--- src/rtl/nco_pkg.sv ---
// Shared constants and quarter-wave sine table for the micro-tile NCO datapath.
// The table is the single source of sine magnitudes for every consumer of the phase word.
package nco_pkg;

   localparam int PHASE_W   = 8;
   localparam int AMP_W     = 8;
   localparam int LUT_DEPTH = 64;
   localparam int IDX_W     = PHASE_W - 2;
   localparam int MAG_W     = AMP_W - 1;

   localparam logic [AMP_W-1:0] AMP_MID = 8'h80;

   // round(127*sin((i+0.5)*pi/128)): the half-step offset makes the quadrant
   // mirror exact, so folding with ~idx never duplicates the peak sample.
   localparam logic [MAG_W-1:0] QSINE_LUT [LUT_DEPTH] = '{
      7'd2,   7'd5,   7'd8,   7'd11,  7'd14,  7'd17,  7'd20,  7'd23,
      7'd26,  7'd29,  7'd32,  7'd35,  7'd38,  7'd41,  7'd44,  7'd47,
      7'd50,  7'd53,  7'd56,  7'd58,  7'd61,  7'd64,  7'd67,  7'd69,
      7'd72,  7'd74,  7'd77,  7'd79,  7'd82,  7'd84,  7'd86,  7'd89,
      7'd91,  7'd93,  7'd95,  7'd97,  7'd99,  7'd101, 7'd103, 7'd105,
      7'd106, 7'd108, 7'd110, 7'd111, 7'd113, 7'd114, 7'd115, 7'd117,
      7'd118, 7'd119, 7'd120, 7'd121, 7'd122, 7'd123, 7'd124, 7'd124,
      7'd125, 7'd125, 7'd126, 7'd126, 7'd127, 7'd127, 7'd127, 7'd127
   };

   typedef struct packed {
      logic             vld;
      logic             sign;
      logic [IDX_W-1:0] idx;
   } fold_t;

   typedef struct packed {
      logic             vld;
      logic             sign;
      logic [MAG_W-1:0] mag;
   } mag_t;

   function automatic logic [MAG_W-1:0] quarter_sine(input logic [IDX_W-1:0] idx);
      return QSINE_LUT[idx];
   endfunction

endpackage

--- src/rtl/nco_pdm_modulator.sv ---
// First-order sigma-delta: 8-bit accumulator whose carry (the 9th bit) is the PDM output.
// One cycle from amp_i to pdm_o; no backpressure, holds state while enable_i is low.
module nco_pdm_modulator #(
   parameter int AMP_W = 8
) (
   input  logic             clk,
   input  logic             rst,
   input  logic             enable_i,
   input  logic [AMP_W-1:0] amp_i,
   output logic             pdm_o
);

   logic [AMP_W-1:0] acc_q, acc_d;
   logic             pdm_q, pdm_d;
   logic [AMP_W:0]   sum;

   always_comb begin
      sum   = {1'b0, acc_q} + {1'b0, amp_i};
      acc_d = acc_q;
      pdm_d = 1'b0;
      // Gated cycles freeze the residue so the bitstream resumes without a phase jump.
      if (enable_i) begin
         acc_d = sum[AMP_W-1:0];
         pdm_d = sum[AMP_W];
      end
   end

   always_ff @(posedge clk or posedge rst) begin
      if (rst) begin
         acc_q <= '0;
         pdm_q <= 1'b0;
      end else begin
         acc_q <= acc_d;
         pdm_q <= pdm_d;
      end
   end

   assign pdm_o = pdm_q;

endmodule

--- src/rtl/nco_phase_to_pdm.sv ---
// Phase word -> folded quarter-wave LUT -> signed offset-binary amplitude -> PDM pin.
// Amplitude latency 3 cycles, PDM one more; one sample per clock, no backpressure.
module nco_phase_to_pdm #(
   parameter int PHASE_W   = 8,
   parameter int AMP_W     = 8,
   parameter int LUT_DEPTH = 64
) (
   input  logic               clk,
   input  logic               rst,
   input  logic [PHASE_W-1:0] phase_i,
   input  logic               phase_valid_i,
   input  logic               enable_i,
   output logic [AMP_W-1:0]   amp_o,
   output logic               amp_valid_o,
   output logic               pdm_o
);

   import nco_pkg::*;

   localparam int IDX_BITS = $clog2(LUT_DEPTH);
   localparam logic [AMP_W-1:0] NEG_BASE = AMP_MID - AMP_W'(1);

   fold_t            s1_q, s1_d;
   mag_t             s2_q, s2_d;
   logic [AMP_W-1:0] amp_q, amp_d;
   logic             amp_vld_q, amp_vld_d;
   logic [IDX_BITS-1:0] idx_raw;

   assign idx_raw = phase_i[IDX_BITS-1:0];

   always_comb begin
      // Odd quadrants run the quarter wave backwards; the upper half is the sign.
      s1_d.vld  = phase_valid_i;
      s1_d.sign = phase_i[PHASE_W-1];
      s1_d.idx  = phase_i[PHASE_W-2] ? ~idx_raw : idx_raw;

      s2_d.vld  = s1_q.vld;
      s2_d.sign = s1_q.sign;
      s2_d.mag  = quarter_sine(s1_q.idx);

      amp_vld_d = s2_q.vld;
      amp_d     = amp_q;
      if (s2_q.vld) begin
         amp_d = s2_q.sign ? (NEG_BASE - {1'b0, s2_q.mag})
                           : (AMP_MID + {1'b0, s2_q.mag});
      end
   end

   always_ff @(posedge clk or posedge rst) begin
      if (rst) begin
         s1_q      <= '0;
         s2_q      <= '0;
         amp_q     <= AMP_MID;
         amp_vld_q <= 1'b0;
      end else begin
         s1_q      <= s1_d;
         s2_q      <= s2_d;
         amp_q     <= amp_d;
         amp_vld_q <= amp_vld_d;
      end
   end

   assign amp_o       = amp_q;
   assign amp_valid_o = amp_vld_q;

   nco_pdm_modulator #(
      .AMP_W (AMP_W)
   ) u_mod (
      .clk      (clk),
      .rst      (rst),
      .enable_i (enable_i),
      .amp_i    (amp_q),
      .pdm_o    (pdm_o)
   );

endmodule

--- config.mk ---
export PLATFORM = sky130hd
export DESIGN_NAME = nco_phase_to_pdm
export DESIGN_NICKNAME = d
export VERILOG_FILES = /design/src/rtl/nco_pkg.sv /design/src/rtl/nco_pdm_modulator.sv /design/src/rtl/nco_phase_to_pdm.sv
export SDC_FILE = /design/constraint.sdc
export NUM_CORES = 1
export LEC_CHECK = 0
export ABC_AREA = 0
export CAP_MARGIN = 20
export CORE_ASPECT_RATIO = 1.2
export CORE_UTILIZATION = 25
export DETAILED_ROUTE_END_ITERATION = 16
export PLACE_DENSITY_LB_ADDON = 0.08
export RECOVER_POWER = 100
export SYNTH_ARGS = -nofsm -noshare
export SYNTH_HDL_FRONTEND = slang
export SYNTH_SLANG_ARGS = --single-unit
export TNS_END_PERCENT = 1
--- constraint.sdc ---
create_clock -name clk -period 2.7 [get_ports clk]
set_clock_uncertainty 0.2 [all_clocks]
set_input_delay 0.54 -clock clk [delete_from_list [all_inputs] [get_ports clk]]
set_output_delay 0.54 -clock clk [all_outputs]
set_load 0.03 [all_outputs]
==> results.py, run 1 <==
metrics = {
    "synth": {
        "synthSimpleGateAreaFrac": 0.1094,
        "synth-xor-area-share": 0.06276,
        "avgSynthCellArea_um2": 10.21,
        "synth_compound_area_frac": 0.1781,
        "synth_ff_type": "dfrtp_1",
        "synth_edf_count": 0,
        "synthTopCellsByArea": "dfrtp_1, ha_1, xnor2_1, a21oi_1, mux2i_1",
        "synthAdderAreaFrac": 0.1172,
        "ys_warn_count": 0,
        "synth_top_area_frac": 0.4065,
        "synth_seq_area_share": 0.4190,
        "syn-num-nets": 236,
        "synth.mux.area_fraction": 0.06575,
        "ys_types": 47,
        "async_flop_share": 1.000,
        "netlist_area_mm2": 0.002093,
        "synth_top_family_by_area": "compound AO/OA/AOI/OAI gates",
        "syn_inst": 205,
        "synth-seq-cells": 35,
        "synth_top_area_cell": "dfrtp_1",
    },
    "placement": {
        "dp_hpwl_um": 3156,
        "gp_congestion": 0.7081,
        "placed_cell_area_mm2": 0.002390,
        "io_buffers": 21,
    },
    "worst_setup_path": {
        "reg2reg_from": "amp_o[0]",
        "r2r-end": "u_mod.pdm_o",
        "reg2reg_slack_ps": 500,
        "critPathMaxStageDelay_ps": 740,
        "crit_family": "buffers and inverters",
        "critPathBufInv": 1,
        "cp_max_fo": 3,
        "cp-end-kind": "primary output",
        "worstSetupPathType": "register to primary output",
        "cpMaxStageDelayCell": "dlygate4sd3_1",
        "path_cells": "dlygate4sd3_1",
        "crit_required_ps": 1960,
        "r2r_cells": 6,
        "cp_data_arrival_time_ps": 1570,
        "startpoint_type": "register",
    },
    "floorplan": {
        "num_rows": 36,
        "start_util": 0.2582,
        "fp.dieH_um": 102.2,
        "die_area_mm2": 0.008744,
        "ioPinCount": 22,
        "core_mm2": 0.008108,
        "dieWidth_um": 85.53,
    },
    "hold_path": {
        "min_to": "amp_vld_d",
        "hp-class": "register to register",
        "hold_start": "s1_q[7]",
        "whs_path_depth": 0,
    },
    "global_route": {
        "grt_overflow_total": 0,
        "track_usage": 0.1155,
        "first_global_vias": 1526,
        "grt_antenna_before_repair": 0,
        "grt_pass1_wl_um": 7762,
        "grt_max_degree": 36,
    },
    "power_and_ir_drop": {
        "p_sw_frac": 0.3843,
        "power_frac_seq": 0.376,
        "p_switching_uw": 781.6,
        "total_power_uw": 2034,
        "p_comb_frac": 0.442,
        "clock_power_share": 0.182,
        "peakVddDrop_mv": 0.1929,
        "cellLeakagePower_uw": 0.001022,
        "p_int_uw": 1252,
        "p_per_area_mw_per_mm2": 828.2,
    },
    "timing": {
        "fin_setup_tns_ps": 0,
        "final-setup-viol-count": 0,
        "finalWorstPathRequiredPeriod_ps": 2311,
        "finalHoldViolations": 0,
        "worstMarginPinSlew_ps": 915.5,
        "rsz0062_at_grt": "no",
        "timing.fmax_mhz": 432.7,
        "slew_headroom": 0.3897,
        "post-route-period-util": 0.8559,
        "slew_violations": 0,
    },
    "cts": {
        "clock_sinks": 35,
        "clk_pin_slew_worst_paths_ps": 70,
        "cts_tree": "done",
        "cts_buffers": 5,
        "clockBufferDepth": 2,
        "ctsRootBufferMaster": "clkbuf_8",
        "clock_latency_ps": 280,
        "cts_hold_buffers": 0,
        "htree_num_levels": 2,
        "cts_setup_buffers": 0,
        "cts-resized-gates": 0,
    },
    "drt": {
        "detail-route-antenna-nets": 0,
        "drtIter0Drc": 51,
        "routed_wl_um": 4384,
        "drt_first_pass_iters": 4,
        "vias": 1519,
        "viasPerCell": 4.732,
        "drc": 0,
        "wl_per_cell_um": 13.66,
    },
    "run": {
        "drv_cap": 0,
    },
    "final_layout": {
        "nNetsFinal": 256,
        "antenna_cells": 0,
        "layout.cells.most_common_list": "dfrtp_1, nor2_1, ha_1",
        "drive_above_1_share": 0.07080,
        "area_growth_pct": 17.33,
        "mostFrequentLayoutCell": "dfrtp_1",
        "fin_area_mm2": 0.002456,
    },
    "outcome": {
        "status": "finished, final reports clean",
    },
}
## per-layer routing
layer / vias to the layer above / wire length, um / part of all wire / track usage
li1: 775 / - / - / -
met1: 720 / 1912 / 0.44 / 0.1311
met2: 20 / 2289 / 0.52 / 0.2111
met3: 4 / 120 / 0.027 / 0.02504
met4: 0 / 62 / 0.014 / 0.04615
met5: - / 0 / 0 / 0
## sequential cells by signal, indices dropped and copies added (netlist names)
register / flops
s1_q: 8
amp_vld_d: 1
s2_q: 8
u_mod.pdm_o: 1
amp_valid_o: 1
amp_o: 8
u_mod.acc_q: 8
## final cells by class
class / count / area [um^2]
multi-input cells: 148 / 1107
flip-flops and latches: 35 / 877.1
well taps: 95 / 118.9
repair buffers: 25 / 234.0
clock buffers: 7 / 76.32
clock inverters: 1 / 5.005
fillers: 859 / 5652
inverters: 10 / 37.54
## power groups by stage
stage	Clock [uW]	Combinational, uW	Sequential [uW]
finish	369	900	765
global route	417	1030	789
CTS	393	931	770
detailed placement	0	924	780
global placement	0	935	780
floorplan	0	657	801
## metrics by stage
step	hold WS, ps	cells	util	setup slack, ps
after global placement	134.6	313	0.2948	516.5
after global routing	163.4	321	0.3029	331.5
final	150.2	321	0.3029	389.0
after detailed placement	137.9	313	0.2948	488.2
after CTS	155.0	321	0.3048	439.4
after floorplan	131.2	205	-	506.6
## cells by family (layout without fill, tap and decap cells)
kind of cell | after synthesis | count (layout)
AOI/OAI and AO/OA | 58 | 58
and+or+nand+nor | 45 | 45
DFF | 35 | 35
buffers and inverters | 22 | 43
adders and majority gates | 19 | 19
xor gates and xnor gates | 15 | 15
muxes | 11 | 11
## synthesized netlist by cell type (all sizes together), types with 2 or more instances
cell / count
nand2: 7
a31oi: 3
ha: 18
inv: 10
a211oi: 7
nor4: 2
a21oi: 14
xor2: 6
nand3b: 4
dfrtp: 34
o21ai: 14
o21bai: 2
clkbuf: 6
mux2: 2
o2bb2ai: 2
o211ai: 3
a21o: 2
nor3: 5
xnor2: 9
mux4: 2
nor2: 18
o31ai: 2
nor2b: 2
buf: 6
nand2b: 3
mux2i: 7
## worst max-delay path by stage
stage | slack [ps] | from | depth (start not counted) | to
after global placement | 520 | amp_o[0] | 6 | u_mod.pdm_o
after global routing | 330 | amp_o[0] | 6 | u_mod.acc_q[6]
after floorplan | 510 | amp_o[0] | 6 | u_mod.pdm_o
final | 390 | amp_o[7] | 1 | amp_o[7]
after detailed placement | 490 | amp_o[0] | 6 | u_mod.pdm_o
after CTS | 440 | amp_o[7] | 1 | amp_o[7]
(Power assumes the default switching activity.)
==> inputs of run 2 (changes only) <==
CORE_UTILIZATION = 40   (was 25)
SLEW_MARGIN = 20   (was unset)
==> run 2 against run 1 <==
Combinational power up 0.6%. Total power is 6.1% higher. Largest cell class unchanged. First-iteration DRC count increased by 7.8%. Clock power up 32%.
==> results.py, run 2 (synthesis results as in run 1) <==
metrics = {
    "cts": {
        "htree_num_levels": 2,
        "clk_pin_slew_worst_paths_ps": 70,
        "cts_tree": "done",
        "ctsRootBufferMaster": "clkbuf_8",
        "cts_setup_buffers": 0,
        "cts_buffers": 5,
        "clock_latency_ps": 280,
        "cts_hold_buffers": 0,
        "clockBufferDepth": 2,
        "clock_sinks": 35,
        "cts-resized-gates": 0,
    },
    "worst_setup_path": {
        "path_cells": "dlygate4sd3_1",
        "critPathBufInv": 1,
        "cp_data_arrival_time_ps": 1590,
        "critPathLaunch": "amp_o[7]",
        "r2r-end": "u_mod.acc_q[6]",
        "crit_required_ps": 1960,
        "cp-end-kind": "primary output",
        "reg2reg_slack_ps": 490,
        "r2r_cells": 6,
        "cpMaxStageDelayCell": "dlygate4sd3_1",
        "critPathMaxStageDelay_ps": 750,
        "crit_family": "buffers and inverters",
        "startpoint_type": "register",
        "cp_max_fo": 3,
        "reg2reg_from": "amp_o[0]",
        "worstSetupPathType": "register to primary output",
    },
    "global_route": {
        "grt_max_degree": 36,
        "grt_antenna_before_repair": 0,
        "top_usage_layer": "met2",
        "met1_usage": 0.1807,
        "grt_overflow_total": 0,
        "first_global_vias": 1645,
        "gr-usage-met2": 0.3441,
        "track_usage": 0.1784,
        "grt_pass1_wl_um": 7355,
        "use_met3": 0.03371,
    },
    "final_layout": {
        "nNetsFinal": 255,
        "multi_input_area_mm2": 0.001115,
        "layout.cells.most_common_list": "dfrtp_1, nor2_1, ha_1",
        "nFillCells": 476,
        "area_growth_pct": 16.98,
        "seq_area_um2": 877.1,
        "mostFrequentLayoutCell": "dfrtp_1",
        "drive_above_1_share": 0.08000,
        "antenna_cells": 0,
    },
    "timing": {
        "whs_ps": 147.4,
        "post-route-period-util": 0.8632,
        "slew_violations": 0,
        "slew_headroom": 0.4013,
        "final-setup-viol-count": 0,
        "finalWorstPathRequiredPeriod_ps": 2331,
        "timing.fmax_mhz": 429.1,
        "rsz0062_at_grt": "no",
        "setup_ws_ps": 369.3,
        "fin_setup_tns_ps": 0,
        "finalHoldViolations": 0,
        "worstMarginPinSlew_ps": 898.0,
    },
    "hold_path": {
        "whs_path_depth": 0,
        "hold_start": "s1_q[7]",
        "hp-class": "register to register",
        "min_to": "amp_vld_d",
    },
    "floorplan": {
        "dieWidth_um": 68.04,
        "ioPinCount": 22,
        "die_area_mm2": 0.005528,
        "core_mm2": 0.004975,
        "fp.dieH_um": 81.25,
        "num_rows": 28,
        "start_util": 0.4208,
    },
    "drt": {
        "detail-route-antenna-nets": 0,
        "viasPerCell": 5.488,
        "drt_first_pass_iters": 4,
        "drtIter0Drc": 55,
        "routed_wl_um": 4118,
        "wl_per_cell_um": 14.45,
        "vias": 1564,
        "drc": 0,
    },
    "power_and_ir_drop": {
        "peakVddDrop_mv": 0.2890,
        "total_power_uw": 2159,
        "p_per_area_mw_per_mm2": 881.7,
        "cellLeakagePower_uw": 0.001041,
    },
    "run": {
        "drv_cap": 0,
    },
    "outcome": {
        "status": "finished, final reports clean",
    },
    "placement": {
        "dp_hpwl_um": 3101,
        "pre_cts_slack_ps": 502.0,
        "io_buffers": 21,
        "gp_congestion": 0.8810,
    },
}
-- run 2: area by class of cell --
cell class | instances | area share
multi-input combinational | 148 | 0.4553
sequential | 35 | 0.3582
timing repair buffer | 24 | 0.09249
clock buffer | 6 | 0.03373
tap | 60 | 0.03066
inverter | 10 | 0.01533
clock inverter | 2 | 0.01431
-- run 2: through the flow --
stage | util | instances | area [um^2]
2_1_floorplan | - | 205 | 2093
3_3_place_gp | 0.4701 | 277 | 2338
3_5_place_dp | 0.4701 | 277 | 2338
4_1_cts | 0.4937 | 285 | 2456
5_1_grt | 0.4922 | 285 | 2449
6_report | 0.4922 | 285 | 2449
-- run 2: power by group --
group,leakage (uW),switching (uW),internal (uW)
logic,0.000577,489,416
clock network,0.0000612,187,299
registers,0.000403,112,656
total,0.00104,789,1370
-- run 2: per-layer routing --
layer  wire, um  part of all wire
met1       1605              0.39
met2       2287              0.56
met3        138             0.034
met4         87             0.021
met5          0                 0
-- run 2: worst max-delay path by stage --
stage	endpoint	slack (ps)	depth (start not counted)
floorplan	u_mod.pdm_o	510	6
global placement	u_mod.pdm_o	530	6
detailed placement	u_mod.acc_q[6]	500	6
CTS	amp_o[7]	420	1
global route	u_mod.acc_q[6]	290	6
finish	amp_o[7]	370	1
==> inputs of run 3 (changes only) <==
CTS_CLUSTER_SIZE = 10   (was unset)
==> results of run 3 <==
The final DEF is identical to that of run 2; final timing and power are the same.
